--- src/rtl/serial_add_pkg.sv ---
// Shared types and sizing helpers for the nibble-serial adder.
package serial_add_pkg;

    typedef enum logic [1:0] {
        IDLE = 2'd0,
        RUN  = 2'd1,
        DONE = 2'd2
    } state_t;

    localparam int NIB_W = 4;

    function automatic int nib_count(input int width);
        return width / NIB_W;
    endfunction

endpackage

--- src/rtl/serial_add_ctrl_nibble_adder.sv ---
// Purpose: 4-bit adder slice with carry in/out.
// Latency: combinational, zero cycles.
// Backpressure: none; pure function of its inputs.
module nibble_adder (
    output logic [3:0] sum,
    output logic       cout,
    input  logic [3:0] in1,
    input  logic [3:0] in2,
    input  logic       cin
);

    logic [4:0] total;

    assign total = {1'b0, in1} + {1'b0, in2} + {4'b0000, cin};
    assign sum   = total[3:0];
    assign cout  = total[4];

endmodule

--- src/rtl/serial_add_ctrl.sv ---
// Purpose: WIDTH-bit add run one nibble per cycle through a single slice; SERIAL_ADD_SUB_EN adds subtract.
// Latency: result valid NIB+1 cycles after the accept edge.
// Backpressure: result held in DONE until res_ready; start_ready low whenever busy, no queueing.
module serial_add_ctrl
    import serial_add_pkg::*;
#(
    parameter int WIDTH = 16
) (
    input  logic             clk,
    input  logic             rst_n,
    input  logic             start_valid,
    output logic             start_ready,
    input  logic [WIDTH-1:0] a,
    input  logic [WIDTH-1:0] b,
    input  logic             cin,
`ifdef SERIAL_ADD_SUB_EN
    input  logic             op,
`endif
    output logic             res_valid,
    input  logic             res_ready,
    output logic [WIDTH-1:0] sum,
    output logic             cout,
    output logic             busy
);

    localparam int NIB   = nib_count(WIDTH);
    localparam int IDX_W = $clog2(NIB);
    localparam logic [IDX_W-1:0] IDX_LAST = IDX_W'(NIB - 1);

    state_t             state_q, state_d;
    logic [WIDTH-1:0]   a_q, a_d;
    logic [WIDTH-1:0]   b_q, b_d;
    logic [WIDTH-1:0]   sum_q, sum_d;
    logic [IDX_W-1:0]   idx_q, idx_d;
    logic               carry_q, carry_d;
    logic               res_valid_q, res_valid_d;
    logic               start_ready_q, start_ready_d;
    logic               busy_q, busy_d;
`ifdef SERIAL_ADD_SUB_EN
    logic               op_q, op_d;
`endif

    logic [NIB_W-1:0]   slice_in1;
    logic [NIB_W-1:0]   slice_in2;
    logic [NIB_W-1:0]   slice_sum;
    logic               slice_cout;

    assign slice_in1 = a_q[NIB_W*idx_q +: NIB_W];
    assign slice_in2 = b_q[NIB_W*idx_q +: NIB_W];

    nibble_adder u_slice (
        .sum  (slice_sum),
        .cout (slice_cout),
        .in1  (slice_in1),
        .in2  (slice_in2),
        .cin  (carry_q)
    );

    always_comb begin
        state_d     = state_q;
        a_d         = a_q;
        b_d         = b_q;
        sum_d       = sum_q;
        idx_d       = idx_q;
        carry_d     = carry_q;
        res_valid_d = res_valid_q;
`ifdef SERIAL_ADD_SUB_EN
        op_d        = op_q;
`endif
        case (state_q)
            IDLE: begin
                if (start_valid && start_ready_q) begin
                    a_d   = a;
                    idx_d = '0;
                    sum_d = '0;
`ifdef SERIAL_ADD_SUB_EN
                    op_d    = op;
                    // Two's-complement subtract: invert B, carry seeds the +1.
                    b_d     = op ? ~b : b;
                    carry_d = op ? 1'b1 : cin;
`else
                    b_d     = b;
                    carry_d = cin;
`endif
                    state_d = RUN;
                end
            end
            RUN: begin
                sum_d[NIB_W*idx_q +: NIB_W] = slice_sum;
                carry_d = slice_cout;
                if (idx_q == IDX_LAST) begin
                    state_d = DONE;
                end else begin
                    idx_d = idx_q + 1'b1;
                end
            end
            DONE: begin
                // First DONE cycle settles the result; valid rises on the next edge.
                if (!res_valid_q) begin
                    res_valid_d = 1'b1;
                end else if (res_ready) begin
                    res_valid_d = 1'b0;
                    state_d     = IDLE;
                end
            end
            default: begin
                state_d     = IDLE;
                res_valid_d = 1'b0;
            end
        endcase
        start_ready_d = (state_d == IDLE);
        busy_d        = (state_d != IDLE);
    end

    always_ff @(posedge clk or negedge rst_n) begin
        if (!rst_n) begin
            state_q       <= IDLE;
            a_q           <= '0;
            b_q           <= '0;
            sum_q         <= '0;
            idx_q         <= '0;
            carry_q       <= 1'b0;
            res_valid_q   <= 1'b0;
            start_ready_q <= 1'b1;
            busy_q        <= 1'b0;
`ifdef SERIAL_ADD_SUB_EN
            op_q          <= 1'b0;
`endif
        end else begin
            state_q       <= state_d;
            a_q           <= a_d;
            b_q           <= b_d;
            sum_q         <= sum_d;
            idx_q         <= idx_d;
            carry_q       <= carry_d;
            res_valid_q   <= res_valid_d;
            start_ready_q <= start_ready_d;
            busy_q        <= busy_d;
`ifdef SERIAL_ADD_SUB_EN
            op_q          <= op_d;
`endif
        end
    end

    assign start_ready = start_ready_q;
    assign res_valid   = res_valid_q;
    assign sum         = sum_q;
    assign cout        = carry_q;
    assign busy        = busy_q;

endmodule

--- config.mk ---
export PLATFORM = sky130hd
export DESIGN_NAME = serial_add_ctrl
export DESIGN_NICKNAME = d
export VERILOG_FILES = /design/src/rtl/serial_add_pkg.sv /design/src/rtl/serial_add_ctrl_nibble_adder.sv /design/src/rtl/serial_add_ctrl.sv
export SDC_FILE = /design/constraint.sdc
export NUM_CORES = 1
export LEC_CHECK = 0
export ABC_AREA = 1
export BUFFER_PORTS_ARGS = -buffer_cell sky130_fd_sc_hd__buf_2
export CAP_MARGIN = 20
export CORE_ASPECT_RATIO = 1.25
export CORE_MARGIN = 10
export CORE_UTILIZATION = 35
export CTS_CLUSTER_DIAMETER = 30
export CTS_CLUSTER_SIZE = 12
export DETAILED_ROUTE_END_ITERATION = 16
export PLACE_DENSITY = 0.54
export SYNTH_ARGS = -nofsm -noshare
export SYNTH_HDL_FRONTEND = slang
export SYNTH_SLANG_ARGS = --single-unit
--- constraint.sdc ---
create_clock -name clk -period 3.03 [get_ports clk]
set_clock_uncertainty 0.2 [all_clocks]
set_input_delay 0.606 -clock clk [delete_from_list [all_inputs] [get_ports clk]]
set_output_delay 0.606 -clock clk [all_outputs]
set_load 0.01 [all_outputs]
# Yosys cells after proc, flatten, opt, wreduce, memory -nomap -nowiden
# Cells that the tools add are included.
[op_classes] n_bitwise=0 div=0 shift=4 n_eq_ne=5 addsub=4 mul=0 n_reduce_logical=9 n_lt_le_gt_ge=0 muxes=16
[ops] op="$neg 4->34" count=1
[ops] op="$shift 4x34->16 const A" count=1
[ops] op="$shiftx 4x34->16" count=1
[ops] op="$pmux 16 s2" count=1
[ops] op="$shiftx 16x5->4" count=2
[ops] op="$bwmux 16" count=1
[ops] op="$mux 16" count=1
[ops] op="$mux 2" count=6
[ops] op="$pmux 2 s3" count=1
[ops] op="$add 4x4->5" count=1
[ops] op="$add 5x1->5" count=1
[ops] op="$eq 2x2->1 const B" count=2
[ops] op="$logic_not 2->1" count=2
[ops] op="$ne 2x2->1 const B" count=2
[ops] op="$pmux 1 s2" count=2
[ops] op="$pmux 2 s2" count=1
[ops] op="$reduce_and 2->1" count=2
[ops] op="$reduce_bool 2->1" count=2
[ops] op="$mux 1" count=3
[ops] op="$reduce_and 3->1" count=1
[ops] op="$add 2x1->2 const B" count=1
[ops] op="$eq 2x1->1 const B" count=1
[ops] op="$reduce_or 2->1" count=1
[ops] op="$logic_and 1x1->1" count=1
[word_totals] inputBits=37 n_memories=0 wordCells=47 regBits=56 romBits=0 latchBits=0 out_inout_bits=20 ramBits=0

# Depth between registers and ports, before layout
[logic_depth] word_depth=6 mapped_depth=11 mapped_depth_nobuf=10

# Modules after synthesis
# From an unflattened synthesis, not the netlist that was laid out.
[unflattened] cells_unflattened=340 area_unflattened_um2=2743.9
[modules_own_cells] mod="serial_add_ctrl" cells_each=315 area_per_inst_um2=2578.7 n_inst=1 seq_area_each_um2=1402.6
[modules_own_cells] mod="nibble_adder" cells_each=25 area_per_inst_um2=165.2 n_inst=1 seq_area_each_um2=0.0

# Worst setup path after synthesis
# OpenSTA, ideal clock, no wires.
[synth_timing] path_type="reg2reg" startpoint="register idx_q[0]" endpoint="register sum_q[6], in the netlist sum[6]" period_less_slack_ps=2498 setup_ps=83 path_stages_with_launch=11 setup_slack_ps=532 arrival_ps=2215 t_required_ps=2747 path_buffers=1 path_cell_list="dfrtp_1 > inv_1 > buf_2 > nor2_1 > o22ai_1 > fa_1 > fa_1 > xnor2_1 > nor2_1 > nand2_1 > o21ai_0"
[synth_between] elab_chain_cells=6 elab_cells_between_ends=9 classes_between="3 x add/sub; 4 x shift; 2 x mux"
[synth_lines] element="start: declaration" line_no="serial_add_ctrl.sv:34" source="logic [IDX_W-1:0] idx_q, idx_d;"
[synth_lines] element="start signal: assignment" line_no="serial_add_ctrl.sv:134" source="idx_q <= idx_d;"
[synth_lines] element="$shiftx 16x5->4, on equally long branches" line_no="serial_add_ctrl.sv:48, serial_add_ctrl.sv:49"
[synth_lines] element="$add 4x4->5" line_no="serial_add_ctrl_nibble_adder.sv:14" source="assign total = {1'b0, in1} + {1'b0, in2} + {4'b0000, cin};"
[synth_lines] element="$add 5x1->5" line_no="serial_add_ctrl_nibble_adder.sv:14"
[synth_lines] element="$shiftx 4x34->16" line_no="serial_add_ctrl.sv:89" source="sum_d[NIB_W*idx_q +: NIB_W] = slice_sum;"
[synth_lines] element="$bwmux 16 (*)" line_no="serial_add_ctrl.sv:89"
[synth_lines] element="$pmux 16 s2 (*)" line_no="serial_add_ctrl.sv:70" source="case (state_q)"
[synth_lines] element="end signal: assignment" line_no="serial_add_ctrl.sv:133" source="sum_q <= sum_d;"
[synth_lines] element="end: declaration" line_no="serial_add_ctrl.sv:33" source="logic [WIDTH-1:0] sum_q, sum_d;"
# Mark *: on every way between the ends. The rest lies on a longest branch, timed or not.
# A chain may end at the register's enable or synchronous reset.

# Worst setup path in the final report
[layout_timing] startpoint="register idx_q[0]" endpoint="register sum_q[14], in the netlist sum[14]"
# Same word-level chain as after synthesis.

==> results.sh <==
export IMPL_yosysWarnings=0
export IMPL_firstDrtPassIters=4
export IMPL_drc=0
export IMPL_yosysTopAreaCellShare_pct=52.3
export IMPL_grt_total_usage_pct=11.3
export IMPL_arrival_ns=2.68
export IMPL_fillers=790
export IMPL_cts_sinks=56
export IMPL_grt_overflow_total=0
export IMPL_htreeDepth=2
export IMPL_netlist_area_um2=2630
export IMPL_cts_resized=0
export IMPL_diodes=0
export IMPL_p_leak_nw=1.70
export IMPL_wirelength_um=6440
export IMPL_finalCriticalPeriod_ns=2.64
export IMPL_cp_required_ns=3.07
export IMPL_p_sw_share_pct=44.2
export IMPL_synthTopCellsByArea="dfrtp_1, nand2_1, o21ai_0"
export IMPL_area_delta_synth_final_pct=19.2
export IMPL_gp_congestion=0.813
export IMPL_io_buffers=56
export IMPL_clockBufferDepth=2
export IMPL_hold_buffers=0
export IMPL_ir_worst_vdd_mv=0.382
export IMPL_grt_pass1_wl_um=10800
export IMPL_hpwlAfterDp_um=4930
export IMPL_io_pins=57
export IMPL_wl_per_cell_um=13.8
export IMPL_slew_violations=0
export IMPL_async_flop_share_pct=100
export IMPL_cts_buffers=5
export IMPL_final_nets=422
export IMPL_worstSetupStartpointType="flop"
export IMPL_grt_pass1_vias=2307
export IMPL_die_w_um=97.6
export IMPL_endpoint_kind="flop"
export IMPL_tightest_slew_ns=0.698
export IMPL_synth_nets=361
export IMPL_dr_total_vias=2240
export IMPL_intPower_w=0.00184
export IMPL_setup_viol=0
export IMPL_die_h_um=117
export IMPL_row_count=35
export IMPL_post_synth_top_count_cell="nand2_1"
export IMPL_power_clock_fraction_pct=13.3
export IMPL_clock_latency_ns=0.30
export IMPL_ys_seq_elements=56
export IMPL_grt_setup_unrepaired="no"
export IMPL_hp_class="primary input to async pin"
export IMPL_drt_iter0_markers=74
export IMPL_seqPwrFrac_pct=36.8
export IMPL_clk_pin_slew_worst_paths_ns=0.09
export IMPL_synth_edff_count=0
export IMPL_cts_tree="done"
export IMPL_slew_headroom_pct=53.3
export IMPL_preCtsSetupSlack_ns=0.367
export IMPL_clock_fmax_mhz=378
export IMPL_synth_cell_types=24
export IMPL_yosysSeqAreaShare_pct=53.3
export IMPL_vias_per_cell=4.79
export IMPL_dieArea_um2=11400
export IMPL_grt_max_degree=57
export IMPL_start_util_pct=35.8
export IMPL_synthTopCellsByCount="nand2_1, dfrtp_1, o21ai_0"
export IMPL_critPathKind="flop to flop"
export IMPL_r2r_start="idx_q[0]"
export IMPL_drive_gt1_share_pct=21.8
export IMPL_drv_cap=0
export IMPL_fin_tns_setup_ns=0
export IMPL_power_switching_w=0.00146
export IMPL_hold_viol=0
export IMPL_worst_r2r_cell_count=9
export IMPL_post_cts_setup_buffers=0
export IMPL_grt_antenna_before_repair=0
export IMPL_layout_setup_ws_ns=0.385
export IMPL_post_synth_inst_count=315
export IMPL_yosys_area_top_type="dfrtp_1"
export IMPL_dpl_cell_area_um2=3040
export IMPL_r2r_slack_ns=0.39
export IMPL_combPwrFrac_pct=49.9
export IMPL_root_buffer="clkbuf_8"
export IMPL_synth_ff_type="dfrtp_1"
export IMPL_coreArea_um2=7360
export IMPL_cp_max_fo=11
export IMPL_finalCritPeriodShare_pct=87.3
export IMPL_synth_area_per_cell_um2=8.36
export IMPL_r2r_end="sum[14]"
export IMPL_status="finished, final reports clean"
export IMPL_ant_nets=0
export IMPL_power_density_nw_per_um2=1050
export IMPL_final_cell_area_um2=3140
export IMPL_critPathLaunch="idx_q[0]"
## metal layers
metal,vias up,track usage [%],part of all wire (%)
li1,1128,-,-
met1,1051,13.6,46
met2,54,19.3,48
met3,7,2.70,4.9
met4,0,4.08,1.4
met5,-,0,0
## cell usage in the layout, fill, tap and decap left out, types with 7 or more instances in the layout
master,synthesis,routed
dfrtp_1,55,55
buf_2,7,56
o21ai_0,32,32
nand2_1,136,136
nor2_1,18,18
nand3_1,11,11
ha_1,7,7
buf_4,0,8
o22ai_1,8,8
inv_1,16,16
clkbuf_8,0,7
## metrics by stage
| stage | util (%) | std cells | total power (W) | hold WS, ns |
|---|---|---|---|---|
| after CTS | 42.7 | 468 | 0.00334 | 0.257 |
| after detailed placement | 41.4 | 461 | 0.00290 | 0.264 |
| final | 42.7 | 468 | 0.00330 | 0.210 |
| after floorplan | - | 315 | 0.00238 | 0.110 |
| after global placement | 41.4 | 461 | 0.00287 | 0.261 |
| after global routing | 42.7 | 468 | 0.00362 | 0.285 |
## cell families after synthesis
family,share of synthesized area [%]
flops,53.3
buf+inv,4.32
compound gates,9.55
fa+ha+maj,4.85
xor+xnor,0.333
simple gates,27.7
## registers in the layout, indices dropped and copies added, names as in the netlist
signal and cells:
sum 16, idx_q 2, b_q 16, state_q 2, busy 1, cout 1
start_ready 1, res_valid 1, a_q 16
## worst max path at each step
stage / endpoint
2_1_floorplan: sum[6]
3_3_place_gp: sum[14]
3_5_place_dp: sum[6]
4_1_cts: sum[6]
5_1_grt: sum[14]
6_report: sum[14]
## power by group through the flow
stage | Clock, W | Sequential, W | Combinational, W
6_report | 0.000438 | 0.00121 | 0.00165
5_1_grt | 0.000475 | 0.00125 | 0.00189
4_1_cts | 0.000448 | 0.00122 | 0.00167
3_5_place_dp | 0 | 0.00123 | 0.00167
3_3_place_gp | 0 | 0.00123 | 0.00164
2_1_floorplan | 0 | 0.00120 | 0.00118
## cell type report
type                            instances  area (um2)  share of cell area (%)
Inverter                               18        67.6                    2.15
Multi-Input combinational cell        231        1120                    35.6
Clock buffer                            7        96.3                    3.07
Tap cell                               92         115                    3.67
Sequential cell                        56        1400                    44.7
Timing Repair Buffer                   64         340                    10.8
## critical path, cell delays in order, from the launching register on
cell and delay, ns:
dfrtp_1 0.46, inv_1 0.19, o21ai_0 0.19, o22ai_1 0.11, fa_1 0.46, fa_1 0.42
xnor2_1 0.16, nor2_1 0.14, nand2_1 0.08, o21ai_0 0.15
(Power assumes the default switching activity.)
